===== src/rtl/alu_operand_stage.sv =====
// ID/EX pipeline register in front of the ALU: registers decoded fields and ALUCon,
// and builds the a/b/store operands through EX/MEM and MEM/WB forwarding muxes.
module alu_operand_stage #(
  parameter int W  = 32,
  parameter int RA = 5
) (
  input  logic          clk,
  input  logic          rst,
  input  logic          stall,
  input  logic          flush,
  input  logic          id_valid,
  input  logic [1:0]    id_aluop,
  input  logic [5:0]    id_funct,
  input  logic          id_alusrc,
  input  logic          id_regwrite,
  input  logic [W-1:0]  id_rs_data,
  input  logic [W-1:0]  id_rt_data,
  input  logic [W-1:0]  id_imm,
  input  logic [RA-1:0] id_rs,
  input  logic [RA-1:0] id_rt,
  input  logic [RA-1:0] id_rd,
  input  logic          exmem_regwrite,
  input  logic [RA-1:0] exmem_rd,
  input  logic [W-1:0]  exmem_result,
  input  logic          memwb_regwrite,
  input  logic [RA-1:0] memwb_rd,
  input  logic [W-1:0]  memwb_result,
  output logic [3:0]    ALUCon,
  output logic [W-1:0]  a,
  output logic [W-1:0]  b,
  output logic [W-1:0]  ex_store_data,
  output logic          ex_valid,
  output logic          ex_regwrite,
  output logic [RA-1:0] ex_rd,
  output logic          ex_illegal
);

  typedef enum logic [3:0] {
    ALU_AND = 4'b0000,
    ALU_OR  = 4'b0001,
    ALU_ADD = 4'b0010,
    ALU_SUB = 4'b0110,
    ALU_SLT = 4'b0111,
    ALU_NOR = 4'b1100
  } alucon_e;

  alucon_e       dec_alucon;
  logic          dec_illegal;

  logic [RA-1:0] ex_rs, ex_rt;
  logic [W-1:0]  ex_rs_data, ex_rt_data, ex_imm;
  logic          ex_alusrc;

  logic          fa_exmem, fa_memwb, fb_exmem, fb_memwb;
  logic [W-1:0]  fwd_rs, fwd_rt;

  // NOTE: every variable gets a default before the case so no path leaves it unassigned (no latch).
  always_comb begin
    dec_alucon  = ALU_ADD;
    dec_illegal = 1'b0;
    if (id_valid) begin
      unique case (id_aluop)
        2'b00: dec_alucon = ALU_ADD;
        2'b01: dec_alucon = ALU_SUB;
        2'b11: dec_alucon = ALU_SLT;
        2'b10: begin
          unique case (id_funct)
            6'b100000: dec_alucon = ALU_ADD;
            6'b100010: dec_alucon = ALU_SUB;
            6'b100100: dec_alucon = ALU_AND;
            6'b100101: dec_alucon = ALU_OR;
            6'b101010: dec_alucon = ALU_SLT;
            6'b100111: dec_alucon = ALU_NOR;
            default:   dec_illegal = 1'b1;
          endcase
        end
        default: dec_alucon = ALU_ADD;
      endcase
    end
  end

  // NOTE: sequential state uses non-blocking assignments so all registers update together.
  always_ff @(posedge clk) begin
    if (rst || flush) begin
      // A bubble looks exactly like the reset state, so it can never write a register.
      ALUCon      <= ALU_ADD;
      ex_valid    <= 1'b0;
      ex_regwrite <= 1'b0;
      ex_illegal  <= 1'b0;
      ex_rd       <= '0;
      ex_rs       <= '0;
      ex_rt       <= '0;
      ex_rs_data  <= '0;
      ex_rt_data  <= '0;
      ex_imm      <= '0;
      ex_alusrc   <= 1'b0;
    end else if (!stall) begin
      ALUCon      <= dec_alucon;
      ex_valid    <= id_valid;
      ex_regwrite <= id_regwrite & id_valid;
      ex_illegal  <= dec_illegal;
      ex_rd       <= id_rd;
      ex_rs       <= id_rs;
      ex_rt       <= id_rt;
      ex_rs_data  <= id_rs_data;
      ex_rt_data  <= id_rt_data;
      ex_imm      <= id_imm;
      ex_alusrc   <= id_alusrc;
    end
  end

  // Register 0 is hardwired, so a write to it is never a forwarding source.
  assign fa_exmem = exmem_regwrite && (exmem_rd != '0) && (exmem_rd == ex_rs);
  assign fa_memwb = memwb_regwrite && (memwb_rd != '0) && (memwb_rd == ex_rs);
  assign fb_exmem = exmem_regwrite && (exmem_rd != '0) && (exmem_rd == ex_rt);
  assign fb_memwb = memwb_regwrite && (memwb_rd != '0) && (memwb_rd == ex_rt);

  // EX/MEM holds the newer value, so it wins when both stages match.
  assign fwd_rs = fa_exmem ? exmem_result : (fa_memwb ? memwb_result : ex_rs_data);
  assign fwd_rt = fb_exmem ? exmem_result : (fb_memwb ? memwb_result : ex_rt_data);

  assign a             = fwd_rs;
  assign ex_store_data = fwd_rt;
  assign b             = ex_alusrc ? ex_imm : fwd_rt;

endmodule


===== config.mk =====
export PLATFORM = sky130hd
export DESIGN_NAME = alu_operand_stage
export DESIGN_NICKNAME = d
export VERILOG_FILES = /design/src/rtl/alu_operand_stage.sv
export SDC_FILE = /design/constraint.sdc
export NUM_CORES = 1
export LEC_CHECK = 0
export BUFFER_PORTS_ARGS = -buffer_cell sky130_fd_sc_hd__buf_2
export CORE_MARGIN = 1.5
export CORE_UTILIZATION = 40
export CTS_CLUSTER_DIAMETER = 80
export CTS_CLUSTER_SIZE = 25
export DETAILED_ROUTE_END_ITERATION = 8
export PLACE_DENSITY_LB_ADDON = 0.1
export SLEW_MARGIN = 15
export SYNTH_ARGS = -nofsm -noshare
export SYNTH_HDL_FRONTEND = slang
export SYNTH_SLANG_ARGS = --single-unit

===== constraint.sdc =====
create_clock -name clk -period 5.2 [get_ports clk]
set_clock_uncertainty 0.1 [all_clocks]
set_input_delay 0.52 -clock clk [delete_from_list [all_inputs] [get_ports clk]]
set_output_delay 0.52 -clock clk [all_outputs]
set_load 0.005 [all_outputs]

==> summary.txt <==
Worst setup path
  – Critical Path RT: 4.58 ns
  – Cells along the critical path: xor2_1 > nor3_1 > nand3_4 > nor3_1 > a221oi_1 > buf_2
  – Reg2Reg Depth: 2
  – R2r startpoint: ex_alusrc
  – Kind of critical path: flop to primary output
  – CP max-delay cell: nand3_4
  – Critical Path Source Type: flop
  – End of the worst register-to-register path: ex_alusrc
  – CP arrival: 3.03 ns
  – Crit path to: b[1]
  – Crit. End Element: primary output
  – Crit-path most repeated cell: nor3_1
  – Worst Path Buf+Inv: 1
  – Critical Path Start: ex_rt[4]
  – Max incr delay on CP: 0.83 ns
  – Reg2reg setup slack: 4.09 ns
  – CP Depth: 6
  – Crit path max fanout: 96
  – Cell family with most CP delay: simple AND/OR/NAND/NOR gates

Finish
  – FILL cells: 1560
  – Fraction of layout cells with a size suffix above 1: 33.7%
  – Layout area overhead: 33.1%
  – Post-route cell area: 8630 um^2
  – Layout Cells excl Fill: 1262
  – Layout Utilization: 54.3%
  – Nets: 1234

Power
  – Leak Pwr: 4.08 nW
  – VDD IR-drop max: 188 uV
  – Power per Cell Area: 284 nW/um^2
  – Total power: 2.45 mW

Synthesis
  – Syn nets: 963
  – Syn Area/Cell: 8.52 um^2
  – Asr flop ratio synth: 0%
  – Post-synth top area share: 36.7%
  – #FFs+latches synth: 119
  – Post-synth top cells: 176 x mux2i_1, 149 x nor2_1, 119 x dfxtp_1, 37 x nor3_1
  – Number of synthesized flops with an enable pin: 0
  – Post-Syn Area: 6490 um^2
  – Top-count cell post-synth: mux2i_1
  – Synth area leaders: dfxtp_1 37%, mux2i_1 27%, nor2_1 8.6%
  – Post-synthesis sequential area ratio: 36.7%
  – Post-synthesis cell type count: 33
  – Cell taking the most area after synthesis: dfxtp_1
  – Mapped Cells: 761
  – Warnings from Yosys: 0
  – Synth Flop Type: dfxtp_1

CTS
  – Post-CTS setup buffers: 0
  – CTS Hold Buffers Added: 0
  – Clk_lat worst skew: 0.41 ns
  – CTS tree: yes
  – CTS resizes: 0
  – Htree depth: 4
  – Root buf cell: clkbuf_16
  – Clk buf depth: 2
  – CTS Buf Count: 17
  – CTS clock-pin slew for the worst setup and hold paths: 0.06 ns
  – CTS sink cnt: 119

Timing
  – Total negative slack: 0 ns
  – Endpoints failing hold: 0
  – Final period util: 70.2%
  – Worst setup margin: 1.55 ns
  – Max Clock Freq: 274 MHz
  – Tmin final: 3.65 ns
  – Final setup viols: 0
  – Slew HR: 24.1%
  – Least-Margin Pin Slew: 1.14 ns
  – RSZ-0062 raised after global routing: no
  – Max Slew Vio Count: 0
  – Worst hold slack: 0.237 ns

Global route
  – GRT overflow: 0
  – Vias in the first global route: 5809
  – First-pass GRT wire length: 29.9 mm
  – Largest net degree at the start of global routing: 97
  – Initial antenna violation count: 1
  – Total GRT Usage: 22.8%

Detailed routing
  – Post-DR wirelength/cell: 15.7 um
  – Via count: 6241
  – Remaining antenna violation count: 0
  – # DRC: 0
  – First drt pass iteration count: 5
  – Initial drt markers: 308
  – Drt total wl: 19.8 mm
  – Vias per cell: 4.95

Placed design
  – Inst Count DP: 1229
  – # port buffers: 309
  – RePlAce Congestion: 0.833
  – Placed wire-length estimate: 14.1 mm
  – DP Area: 8040 um^2
  – Pre-CTS WS: 1.73 ns

Floorplan
  – Rows: 46
  – Initial Util: 40.8%
  – Die W: 130 um
  – Die area: 17000 um^2
  – IO Count: 310
  – Chip Height: 130 um
  – Core ar.: 15900 um^2

Flow run
  – Max-cap violations: 0

Hold path
  – HP Class: input pin to flop

Outcome
  – Outcome: finished clean
[kinds of logic (layout without fill, tap and decap cells)]
group / after synthesis / count (layout) / share of synthesized area (%)
xor+xnor: 20 / 20 / 2.70
other cells: 0 / 1 / 0
mux: 176 / 176 / 27.2
flops: 119 / 119 / 36.7
buf+inv: 96 / 380 / 7.12
compound gates: 112 / 112 / 10.9
simple gates: 238 / 238 / 15.4
[worst register-to-register path, stage by stage, from the launching register on]
cell and delay [ns]:
dfxtp_2 0.68, mux2i_1 0.15, nor2_1 0.10
[layer usage]
metal | vias to the layer above | routed length [um] | track usage [%]
met3 | 29 | 1520 | 6.93
met2 | 230 | 9350 | 39.0
met4 | 0 | 375 | 8.02
met5 | - | 0 | 0
li1 | 3189 | - | -
met1 | 2793 | 8560 | 27.0
[worst min-delay path by stage]
stage,from,end,cells past startpoint
2_1_floorplan,ALUCon[3],ALUCon[3],2
3_3_place_gp,ALUCon[3],ALUCon[3],2
3_5_place_dp,ALUCon[0],ALUCon[0],2
4_1_cts,id_imm[27],ex_imm[27],3
5_1_grt,id_alusrc,ex_alusrc,3
6_report,id_imm[27],ex_imm[27],3
[layout make-up]
cell class	count	area, um^2	share of cell area [%]
Multi-Input combinational cell	546	3670	42.5
Sequential cell	119	2380	27.6
Timing Repair Buffer	314	1590	18.4
Clock buffer	23	488	5.65
Tap cell	216	270	3.13
Inverter	34	128	1.48
Clock inverter	9	97.6	1.13
Antenna cell	1	2.50	0.0290
[sequential cells by signal, indices dropped and copies added (netlist names)]
| register | count |
|---|---|
| ex_rd | 5 |
| ex_rt | 5 |
| ex_valid | 1 |
| ex_rt_data | 32 |
| ex_rs | 5 |
| ex_rs_data | 32 |
| ALUCon | 4 |
| ex_illegal | 1 |
| ex_alusrc | 1 |
| ex_imm | 32 |
| ex_regwrite | 1 |
[power by group]
group	internal [mW]	total [mW]	leakage, nW	switching (mW)
combinational	0.169	0.338	2.82	0.169
sequential	0.942	0.961	0.970	0.0186
clock	0.750	1.15	0.292	0.403
[cell usage in the layout, fill, tap and decap left out, drive strengths merged, types with 32 or more instances in the layout]
master  netlist  routed
buf          30     314
mux2i       176     176
nor2        149     149
dfxtp       119     119
nor3         37      37
a21oi        36      36
nand2        36      36
inv          34      34
o21ai        34      34
a221oi       32      32
Note: power is estimated with default switching activity, not from simulation.
